**src/rtl/map_cyc_irq.sv**
```systemverilog
`timescale 1ns/1ps
// map_cyc_irq: CH independent down-counting timers clocked on the M2 falling edge. Each channel
// has a byte-wide reload, control, reload strobe, acknowledge and a pending flag feeding irq.
module map_cyc_irq #(
    parameter int CH = 2,
    parameter int W  = 16
) (
    input  logic          m2,
    input  logic          map_rst_n,
    input  logic          reg_we,
    input  logic [4:0]    reg_addr,
    input  logic [7:0]    reg_di,
    output logic [7:0]    reg_do,
    output logic [CH-1:0] irq_pend,
    output logic          irq
);

    localparam logic [2:0] R_RLD0   = 3'd0;
    localparam logic [2:0] R_RLD1   = 3'd1;
    localparam logic [2:0] R_RLD2   = 3'd2;
    localparam logic [2:0] R_CTRL   = 3'd3;
    localparam logic [2:0] R_STROBE = 3'd4;
    localparam logic [2:0] R_ACK    = 3'd5;
    localparam logic [2:0] R_CTR_LO = 3'd6;

    logic          ch_ok;
    logic [W-1:0]  reload_v [CH];
    logic [W-1:0]  ctr_v    [CH];
    logic [CH-1:0] en_v;
    logic [CH-1:0] auto_v;
    logic [CH-1:0] sop_v;
    logic [CH-1:0] req_v;

    assign ch_ok = ({1'b0, reg_addr[4:3]} < 3'(CH));

    // Byte idx of a W-bit value; bytes lying entirely at or above W read as all ones.
    function automatic logic [7:0] byte_sel(input logic [W-1:0] v, input int idx);
        logic [7:0] b;
        b = 8'h00;
        if (idx * 8 >= W) begin
            return 8'hFF;
        end
        for (int k = 0; k < 8; k++) begin
            if (idx * 8 + k < W) begin
                b[k] = v[idx * 8 + k];
            end
        end
        return b;
    endfunction

    for (genvar i = 0; i < CH; i++) begin : g_ch
        logic [W-1:0] reload;
        logic [W-1:0] reload_nx;
        logic [W-1:0] ctr;
        logic [W-1:0] ctr_next;
        logic         en;
        logic         auto_en;
        logic         stop_on_pend;
        logic         pend;
        logic         reload_req;
        logic         sel;
        logic         pend_set;
        logic         pend_clr;
        logic         req_next;

        assign sel = reg_we && ch_ok && (reg_addr[4:3] == 2'(i));

        always_comb begin
            reload_nx = reload;
            for (int b = 0; b < W; b++) begin
                if (sel && (reg_addr[2:0] == 3'(b / 8))) begin
                    reload_nx[b] = reg_di[b % 8];
                end
            end
        end

        // Counting sees only pre-edge state; a pend set from ctr=1 outranks any clear.
        always_comb begin
            ctr_next = ctr;
            pend_set = 1'b0;
            pend_clr = 1'b0;
            req_next = reload_req;
            if (reload_req) begin
                ctr_next = reload;
                pend_clr = 1'b1;
                req_next = 1'b0;
            end else if (en && !(stop_on_pend && pend)) begin
                if (ctr == W'(1)) begin
                    pend_set = 1'b1;
                    ctr_next = auto_en ? reload : '0;
                end else if (ctr != '0) begin
                    ctr_next = ctr - W'(1);
                end
            end
            if (sel && (reg_addr[2:0] == R_CTRL || reg_addr[2:0] == R_ACK)) begin
                pend_clr = 1'b1;
            end
            if (sel && reg_addr[2:0] == R_STROBE) begin
                req_next = 1'b1;
            end
        end

        always_ff @(negedge m2 or negedge map_rst_n) begin
            if (!map_rst_n) begin
                reload       <= '0;
                ctr          <= '0;
                en           <= 1'b0;
                auto_en      <= 1'b0;
                stop_on_pend <= 1'b0;
                pend         <= 1'b0;
                reload_req   <= 1'b0;
            end else begin
                reload     <= reload_nx;
                ctr        <= ctr_next;
                reload_req <= req_next;
                if (pend_set) begin
                    pend <= 1'b1;
                end else if (pend_clr) begin
                    pend <= 1'b0;
                end
                if (sel && reg_addr[2:0] == R_CTRL) begin
                    en           <= reg_di[0];
                    auto_en      <= reg_di[1];
                    stop_on_pend <= reg_di[2];
                end
            end
        end

        assign reload_v[i] = reload;
        assign ctr_v[i]    = ctr;
        assign en_v[i]     = en;
        assign auto_v[i]   = auto_en;
        assign sop_v[i]    = stop_on_pend;
        assign req_v[i]    = reload_req;
        assign irq_pend[i] = pend;
    end

    always_comb begin
        reg_do = 8'hFF;
        for (int i = 0; i < CH; i++) begin
            if (reg_addr[4:3] == 2'(i)) begin
                case (reg_addr[2:0])
                    R_RLD0:   reg_do = byte_sel(reload_v[i], 0);
                    R_RLD1:   reg_do = byte_sel(reload_v[i], 1);
                    R_RLD2:   reg_do = byte_sel(reload_v[i], 2);
                    R_CTRL:   reg_do = {5'b0, sop_v[i], auto_v[i], en_v[i]};
                    R_STROBE: reg_do = {7'b0, irq_pend[i]};
                    R_ACK:    reg_do = {7'b0, req_v[i]};
                    R_CTR_LO: reg_do = byte_sel(ctr_v[i], 0);
                    default:  reg_do = byte_sel(ctr_v[i], 1);
                endcase
            end
        end
    end

    assign irq = |irq_pend;

endmodule

```
**config.mk**
```make
export PLATFORM = sky130hd
export DESIGN_NAME = map_cyc_irq
export DESIGN_NICKNAME = d
export VERILOG_FILES = /design/src/rtl/map_cyc_irq.sv
export SDC_FILE = /design/constraint.sdc
export NUM_CORES = 1
export LEC_CHECK = 0
export ABC_CLOCK_PERIOD_IN_PS = 5600
export CAP_MARGIN = 30
export CORE_MARGIN = 2
export CORE_UTILIZATION = 55
export DETAILED_ROUTE_END_ITERATION = 6
export PLACE_DENSITY_LB_ADDON = 0.08
export SYNTH_ARGS = -nofsm -noshare
export SYNTH_HDL_FRONTEND = slang
export SYNTH_SLANG_ARGS = --single-unit
```
**constraint.sdc**
```tcl
create_clock -name m2 -period 5.6 [get_ports m2]
set_input_delay 1.12 -clock m2 [delete_from_list [all_inputs] [get_ports m2]]
set_output_delay 1.12 -clock m2 [all_outputs]
set_load 0.1 [all_outputs]
```
==> metrics.yaml, run 1 <==
fillCellCount: 655
initial_core_util_pct: 57.1
cp-end-kind: "primary output"
setup_viol: 2
area.growth.synth_to_final_pct: 17.7
cp_data_required_time_ns: 4.48
maxSlewHeadroom_pct: 37.6
synth.most_common_cell: "dfrtn_1"
cap_violations: 0
vias_per_cell: 6.29
synth_area_mm2: 0.00472
fin_setup_tns_ns: -0.319
p_total_w: 0.00232
htree_levels: 3
setup_ws_ns: -0.223
outcome: "finished, violations left"
rsz0062_at_grt: "true"
ys_seq_area_share_pct: 39.3
grt_pass1_wl_um: 21000
r2r_start: "g_ch[0].ctr[1]$_DFFE_NN0P_"
syn_area_per_cell_um2: 9.65
synth_flop_cell: "dfrtn_1"
tightest_slew_ns: 0.933
cts_buffers: 9
first_global_vias: 3955
drt_wl_total_um: 12700
synth.distinct_cells: 62
reg2reg_depth: 7
synth_common_cells: "dfrtn_1 (74), nor2_1 (48), mux2_2 (41)"
cellPowerDensity_mw_per_mm2: 418
worstSetupPathType: "reg -> out"
synth.largest_area_cell: "dfrtn_1"
yosys-top-cells-area: "dfrtn_1 (39%), mux2_2 (9.8%), nor2_1 (3.8%)"
cts-root-buf: "clkbuf_8"
fin_util_pct: 67.2
drt_iter0_markers: 233
dpl_cell_area_mm2: 0.00519
whs_path_depth: 2
dr.pass1.iters: 4
synth_top_area_share_pct: 39.3
vias: 4037
clockBufferDepth: 2
gp_congestion: 0.950
top_level_ports: 27
cts_tree: "done"
drt.antenna.violating_nets: 0
hold_viol: 0
peakVddDrop_uv: 247
core-area_mm2: 0.00826
route.detailed.drc: 0
arrival_ns: 4.70
maxSlewViolCount: 0
ys_seq_elements: 74
grt_max_degree: 58
min_path_type: "reg -> reg"
cts.reportedPaths.clkPinSlew_ns: 0.06
clock_latency_ns: 0.33
hold_end: "g_ch[0].ctr[5]$_DFFE_NN0P_"
p_leak_nw: 2.35
syn-num-nets: 511
placementRows: 33
async_reset_ff_share_pct: 100
dieWidth_um: 96.6
drive_gt1_share_pct: 26.3
port_buffers: 26
holdWs_ns: 0.477
reg2reg_to: "g_ch[0].ctr[11]$_DFFE_NN0P_"
track_usage_pct: 27.4
syn_inst: 489
die-height_um: 96.6
hp-start: "g_ch[0].ctr[5]$_DFFE_NN0P_"
ys_warn_count: 0
dieArea_mm2: 0.00933
antenna_cells: 0
violations: "setup timing"
overflow: 0
antenna_found_initial: 0
final_cell_area_mm2: 0.00555
cp-start-kind: "register"
nets: 554
hpwl_um: 9170
cts_sinks: 74
finalClockSkew_ns: 0.0113
reg2reg_slack_ns: 3.11
cts_hold_buf: 0
worstPathMaxFanout: 2
routedWlPerCell_um: 19.9
synth-edff-count: 0
-- worst max-delay path, stage by stage, from the launching register on --
cell and delay, ns:
dfrtn_1 0.35, mux4_2 0.47, nor2b_4 0.14, a211o_1 0.24, a21o_2 0.21, buf_12 0.16
-- per-stage QoR --
step                setup WS, ns  std cells
floorplan                 0.0120        489
global placement         -0.0732        614
detailed placement        -0.112        614
CTS                       -0.222        635
global route              -0.262        642
finish                    -0.223        642
-- how the worst max path moves through the flow --
stage,startpoint,to,cells after the start
after global placement,reg_addr[3],g_ch[1].reload[15]$_DFFE_NN0P_,5
after floorplan,g_ch[0].ctr[5]$_DFFE_NN0P_,reg_do[5],5
final,g_ch[0].reload[8]$_DFFE_NN0P_,reg_do[0],5
after CTS,g_ch[0].reload[0]$_DFFE_NN0P_,reg_do[0],5
after global routing,g_ch[0].pend$_DFFE_NN0P_,reg_do[0],5
after detailed placement,reg_addr[3],g_ch[1].reload[10]$_DFFE_NN0P_,5
-- flip-flops by register name (all words and copies together) (netlist names) --
name and cells:
g_ch.reload_req 2, g_ch.pend 2, g_ch.reload 32, g_ch.en 2
g_ch.stop_on_pend 2, g_ch.auto_en 2, g_ch.ctr 32
-- cells in the final DEF (no fill, tap or decap), types with 12 or more instances in the layout --
master            n
nor3_1           15
inv_1            16
a32oi_1          13
a21oi_1          23
o2bb2ai_1        16
buf_4            45
dfrtn_1          74
mux2_2           41
o22ai_1          14
o21ai_0          24
clkbuf_8         12
nor2_1           48
clkdlybuf4s50_1  14
nand2_1          30
-- timing repair --
item                                   CTS  global route
resized for setup                        2             7
pin swaps                                6             6
buffers inserted                         5             7
endpoints found under the hold margin    0             0
setup endpoints to repair                7             8
-- logic make-up after synthesis --
logic type / after synthesis / synth area share, %
AND/OR/NAND/NOR: 148 / 16.0
XOR/XNOR: 1 / 0.186
buffers and inverters: 53 / 6.61
adder cells (fa/ha/maj): 6 / 1.59
multiplexers: 52 / 12.7
AO/OA/AOI/OAI: 155 / 23.7
flip-flops: 74 / 39.3
-- routing by layer --
| layer | routed length (um) | track usage (%) | vias up |
|---|---|---|---|
| li1 | - | - | 1921 |
| met1 | 5740 | 37.6 | 1977 |
| met2 | 6300 | 45.8 | 120 |
| met3 | 491 | 2.89 | 19 |
| met4 | 217 | 8.99 | 0 |
| met5 | 0 | 0 | - |
-- layout make-up --
cell class                 instances  area, um^2  area share (%)
inverter                          16        60.1            1.08
tap                              105         131            2.37
sequential                        74        1850            33.4
multi-input combinational        362        2590            46.7
clock inverter                     4        72.6            1.31
clock buffer                      12         165            2.97
timing repair buffer              69         678            12.2
-- where the power goes --
group / switching (W) / leakage [nW] / total, W / internal [W]
logic: 0.000572 / 1.28 / 0.000976 / 0.000405
registers: 0.000155 / 0.948 / 0.000856 / 0.000701
clock network: 0.000202 / 0.119 / 0.000489 / 0.000287
total: 0.000928 / 2.35 / 0.00232 / 0.00139
(Power assumes the default switching activity.)
==> run 2: changes to the inputs <==
--- a/config.mk
+++ b/config.mk
@@ -8,8 +8,10 @@
 export ABC_CLOCK_PERIOD_IN_PS = 5600
 export CAP_MARGIN = 30
 export CORE_MARGIN = 2
-export CORE_UTILIZATION = 55
+export CORE_UTILIZATION = 40
+export CTS_CLUSTER_DIAMETER = 50
 export DETAILED_ROUTE_END_ITERATION = 6
+export HOLD_SLACK_MARGIN = 0.15
 export PLACE_DENSITY_LB_ADDON = 0.08
 export SYNTH_ARGS = -nofsm -noshare
 export SYNTH_HDL_FRONTEND = slang
==> metrics.yaml, run 2 (synthesis gave the netlist of run 1 again) <==
cellPowerDensity_mw_per_mm2: 433  # was 418 mW/mm^2
first_global_vias: 4115  # was 3,955
final_cell_area_mm2: 0.00571  # was 0.00555 mm^2
hold_viol: 0  # unchanged
cts_buffers: 9  # unchanged
cts.reportedPaths.clkPinSlew_ns: 0.04  # was 0.06 ns
vias: 4117  # was 4,037
maxSlewHeadroom_pct: 35.7  # was 37.6%
cp_data_required_time_ns: 4.48  # about the same
cap_violations: 0  # unchanged
worstSetupPathType: "reg -> out"  # unchanged
initial_core_util_pct: 41.1  # was 57.1%
gp_congestion: 0.893  # was 0.950
overflow: 0  # unchanged
p_total_w: 0.00248  # was 0.00232 W
drt_wl_total_um: 13800  # was 12,700 um
drt_iter0_markers: 295  # was 233
violations: "setup timing"  # unchanged
clockBufferDepth: 2  # unchanged
htree_levels: 3  # unchanged
hpwl_um: 9910  # was 9170 um
grt_pass1_wl_um: 22500  # was 21,000 um
dieArea_mm2: 0.0127  # was 0.00933 mm^2
final_common_cell: "dfrtn_1"  # unchanged
finalClockSkew_ns: 0.00414  # was 0.0113 ns
die-height_um: 113  # was 96.6 um
peakVddDrop_uv: 297  # was 247 uV
maxSlewViolCount: 0  # unchanged
cp-start-kind: "register"  # unchanged
setup_ws_ns: -0.240  # was -0.223 ns
cp-end-kind: "primary output"  # unchanged
clock_latency_ns: 0.35  # was 0.33 ns
area.growth.synth_to_final_pct: 21.1  # was 17.7%
setup_viol: 2  # unchanged
dpl_cell_area_mm2: 0.00525  # was 0.00519 mm^2
top_level_ports: 27  # unchanged
cts_tree: "done"  # unchanged
cts_sinks: 74  # unchanged
track_usage_pct: 22.6  # was 27.4%
drt.antenna.violating_nets: 0  # unchanged
dieWidth_um: 113  # was 96.6 um
worstPathMaxFanout: 2  # unchanged
antenna_found_initial: 0  # unchanged
reg_top3: "g_ch.ctr (32), g_ch.reload (32)"  # unchanged
route.detailed.drc: 0  # unchanged
nets: 559  # was 554
reg2reg_slack_ns: 2.99  # was 3.11 ns
vias_per_cell: 6.01  # was 6.29
layout_common_cells: "dfrtn_1 (74), buf_4 (50), nor2_1 (48)"  # was dfrtn_1 (74), nor2_1 (48), buf_4 (45)
dr.pass1.iters: 5  # was 4
placementRows: 39  # was 33
arrival_ns: 4.72  # was 4.70 ns
tightest_slew_ns: 0.961  # was 0.933 ns
grt_max_degree: 40  # was 58
drive_gt1_share_pct: 26.8  # was 26.3%
rsz0062_at_grt: "true"  # unchanged
port_buffers: 26  # unchanged
p_leak_nw: 2.40  # was 2.35 nW
core-area_mm2: 0.0115  # was 0.00826 mm^2
antenna_cells: 0  # unchanged
routedWlPerCell_um: 20.1  # was 19.9 um
outcome: "finished, violations left"  # unchanged
min_path_type: "reg -> reg"  # unchanged
cts-root-buf: "clkbuf_16"  # was clkbuf_8
run 2: cell count changes in the layout (fill, tap and decap cells not counted), moves of 2 or more:
cell,delta
clkbuf_16,+9
clkbuf_8,-12
o21ai_1,-2
o21ai_2,+2
clkbuf_1,+3
buf_4,+5
run 2: final cells by class:
type                       instances  area [um^2]
fill                            1053         5750
multi-input combinational        362         2590
sequential                        74         1850
timing repair buffer              74          716
clock buffer                      12          236
tap                              143          179
clock inverter                     4         76.3
inverter                          16         60.1
run 2: worst paths after layout:
check                                                end  cells after the start                           from
max                                            reg_do[0]                      5  g_ch[0].reload[8]$_DFFE_NN0P_
min                        g_ch[1].reload[4]$_DFFE_NN0P_                      1  g_ch[1].reload[4]$_DFFE_NN0P_
max reg2reg                   g_ch[0].ctr[2]$_DFFE_NN0P_                      7     g_ch[0].ctr[1]$_DFFE_NN0P_
min reg2reg                g_ch[1].reload[4]$_DFFE_NN0P_                      1  g_ch[1].reload[4]$_DFFE_NN0P_
max in group asynchronous     g_ch[1].ctr[7]$_DFFE_NN0P_                      2                      map_rst_n
min in group asynchronous    g_ch[0].ctr[11]$_DFFE_NN0P_                      1                      map_rst_n
run 2: what timing repair did:
| action | 4_1_cts | 5_1_grt |
|---|---|---|
| buffers inserted | 5 | 11 |
| hold buffers | 0 | 0 |
| resized for setup | 6 | 5 |
| pin swaps | 6 | 13 |
| endpoints found under the setup margin | 8 | 8 |
run 2: critical path, cell delays in order (launching register included):
cell,delay (ns)
dfrtn_1,0.35
mux4_2,0.47
nor2b_1,0.15
a211o_1,0.23
a21o_2,0.21
buf_12,0.16
run 2: per-layer routing:
metal,up-vias,routed length [um],part of all wire [%],global-route usage [%]
li1,1943,-,-,-
met5,-,0,0,0
met3,13,528,3.8,4.91
met4,0,165,1.2,5.28
met2,109,7040,51,39.0
met1,2052,6030,44,29.0
run 2: report_power, final:
part	internal, W	switching (W)	leakage (nW)	total (W)
logic	0.000419	0.000586	1.31	0.00100
registers	0.000702	0.000157	0.948	0.000859
clock network	0.000391	0.000221	0.147	0.000612
total	0.00151	0.000964	2.40	0.00248
run 2: through the flow:
step	setup slack [ns]	hold WS [ns]	cells	setup TNS, ns	utilization, %
CTS	-0.251	0.482	674	-0.333	48.9
global placement	-0.178	0.465	653	-4.07	45.8
detailed placement	-0.182	0.479	653	-4.47	45.8
finish	-0.240	0.485	685	-0.309	49.8
global route	-0.299	0.508	685	-0.624	49.8
floorplan	0.0120	0.435	489	0	-
==> run 3: changes to the inputs <==
--- a/config.mk
+++ b/config.mk
@@ -7,7 +7,6 @@
 export LEC_CHECK = 0
 export ABC_CLOCK_PERIOD_IN_PS = 5600
 export CAP_MARGIN = 30
-export CORE_MARGIN = 2
 export CORE_UTILIZATION = 40
 export CTS_CLUSTER_DIAMETER = 50
 export DETAILED_ROUTE_END_ITERATION = 6
==> metrics.yaml, run 3 (synthesis gave the netlist of run 1 again) <==
outcome: "finished, violations left"  # unchanged
violations: "setup timing"  # unchanged
core-area_mm2: 0.0115  # unchanged
fillCellCount: 1060  # was 1,053
tightest_slew_ns: 0.900  # was 0.961 ns
cts.reportedPaths.clkPinSlew_ns: 0.04  # about the same
antenna_found_initial: 0  # unchanged
cp-end-kind: "primary output"  # unchanged
grt_max_degree: 33  # was 40
layout_common_cells: "dfrtn_1 (74), buf_4 (61), nor2_1 (48)"  # was dfrtn_1 (74), buf_4 (50), nor2_1 (48)
drt.antenna.violating_nets: 0  # unchanged
setup_viol: 2  # unchanged
cp-start-kind: "register"  # unchanged
p_leak_nw: 2.45  # was 2.40 nW
cellPowerDensity_mw_per_mm2: 422  # was 433 mW/mm^2
first_global_vias: 4052  # was 4,115
gp_congestion: 0.887  # was 0.893
cts_tree: "done"  # unchanged
hpwl_um: 9970  # was 9910 um
nets: 570  # was 559
track_usage_pct: 23.4  # was 22.6%
vias: 4135  # was 4,117
dr.pass1.iters: 5  # unchanged
placementRows: 39  # unchanged
clock_latency_ns: 0.35  # about the same
vias_per_cell: 5.94  # was 6.01
final_cell_area_mm2: 0.00576  # was 0.00571 mm^2
maxSlewViolCount: 0  # unchanged
dpl_cell_area_mm2: 0.00526  # was 0.00525 mm^2
drive_gt1_share_pct: 28.4  # was 26.8%
maxSlewHeadroom_pct: 39.7  # was 35.7%
routedWlPerCell_um: 20.0  # was 20.1 um
htree_levels: 3  # unchanged
dieArea_mm2: 0.0122  # was 0.0127 mm^2
cts-root-buf: "clkbuf_16"  # unchanged
rsz0062_at_grt: "true"  # unchanged
cp_data_required_time_ns: 4.48  # about the same
critPathTopFamily: "multiplexers"  # unchanged
reg_top3: "g_ch.ctr (32), g_ch.reload (32)"  # unchanged
peakVddDrop_uv: 239  # was 297 uV
die-height_um: 111  # was 113 um
final_common_cell: "dfrtn_1"  # unchanged
startpoint: "g_ch[0].reload_req$_DFF_NN0_"  # was g_ch[0].reload[8]$_DFFE_NN0P_
cts_buffers: 9  # unchanged
dieWidth_um: 111  # was 113 um
fin_setup_tns_ns: -0.277  # was -0.309 ns
setup_ws_ns: -0.260  # was -0.240 ns
worstSetupPathType: "reg -> out"  # unchanged
drt_iter0_markers: 227  # was 295
port_buffers: 26  # unchanged
overflow: 0  # unchanged
slowest_delay_ns: 0.48  # was 0.47 ns
arrival_ns: 4.74  # was 4.72 ns
antenna_cells: 0  # unchanged
hp-start: "g_ch[0].reload[3]$_DFFE_NN0P_"  # was g_ch[1].reload[4]$_DFFE_NN0P_
initial_core_util_pct: 41.1  # unchanged
area.growth.synth_to_final_pct: 22.2  # was 21.1%
drt_wl_total_um: 13900  # was 13,800 um
clockBufferDepth: 2  # unchanged
min_path_type: "reg -> reg"  # unchanged
cts_hold_buf: 0  # unchanged
top_level_ports: 27  # unchanged
cts_sinks: 74  # unchanged
grt_pass1_wl_um: 22600  # was 22,500 um
finalClockSkew_ns: 0.00230  # was 0.00414 ns
route.detailed.drc: 0  # unchanged
cap_violations: 0  # unchanged
slowest_stage: "mux4_2"  # unchanged
fin_util_pct: 50.3  # was 49.8%
cp_cell_sequence: "mux4_2 -> nor2b_1 -> a211o_1 -> a21o_2 -> buf_12"  # unchanged
r2r_start: "g_ch[0].ctr[1]$_DFFE_NN0P_"  # unchanged
worstPathMaxFanout: 2  # unchanged
critPathBufInv: 1  # unchanged
hold_viol: 0  # unchanged
## run 3: per-layer routing
metal	global-route usage, %	routed length, um	vias up
met5	0	0	-
met4	9.33	339	0
met3	3.35	592	25
met2	39.2	6900	117
met1	30.4	6060	2036
li1	-	-	1957
## run 3: worst paths after layout
check	to	slack, ns	depth (start not counted)
min in group asynchronous	g_ch[0].ctr[1]$_DFFE_NN0P_	3.42	1
max in group asynchronous	g_ch[0].ctr[11]$_DFFE_NN0P_	1.59	2
setup reg to reg	g_ch[0].ctr[0]$_DFFE_NN0P_	3.04	7
hold / removal	g_ch[0].ctr[3]$_DFFE_NN0P_	0.48	2
hold reg to reg	g_ch[0].ctr[3]$_DFFE_NN0P_	0.48	2
setup / recovery	reg_do[0]	-0.26	5
## run 3: cell type report
class	instances	area, um^2	share of cell area, %
multi-input combinational	362	2610	45.3
sequential	74	1850	32.1
timing repair buffer	85	798	13.9
clock buffer	13	250	4.34
tap	143	179	3.10
inverter	16	60.1	1.04
clock inverter	3	15.0	0.261
## run 3: what timing repair did
item                                    CTS  global route
gates cloned                              0             0
endpoints found under the setup margin    8             8
buffers inserted                          8            18
gates resized for setup                   8             6
pin swaps                                12            14
hold endpoints to repair                  0             0
## run 3: worst register-to-register path: stages, from the launching register on
cell and delay [ns]:
dfrtn_1 0.34, inv_1 0.14, ha_1 0.30, nor4b_2 0.31
and4_1 0.49, nor2_1 0.31, a221oi_1 0.45, a21oi_2 0.04
## run 3: power by group
part | internal, W | switching [W]
logic | 0.000445 | 0.000598
clock network | 0.000310 | 0.000226
registers | 0.000702 | 0.000151
## run 3: metrics by stage
stage,hold slack [ns],worst slack [ns],power [W],std cells
floorplan,0.435,0.0120,0.00151,489
global placement,0.470,-0.180,0.00177,654
detailed placement,0.468,-0.185,0.00179,654
CTS,0.470,-0.265,0.00237,678
global route,0.500,-0.290,0.00257,696
finish,0.482,-0.260,0.00243,696
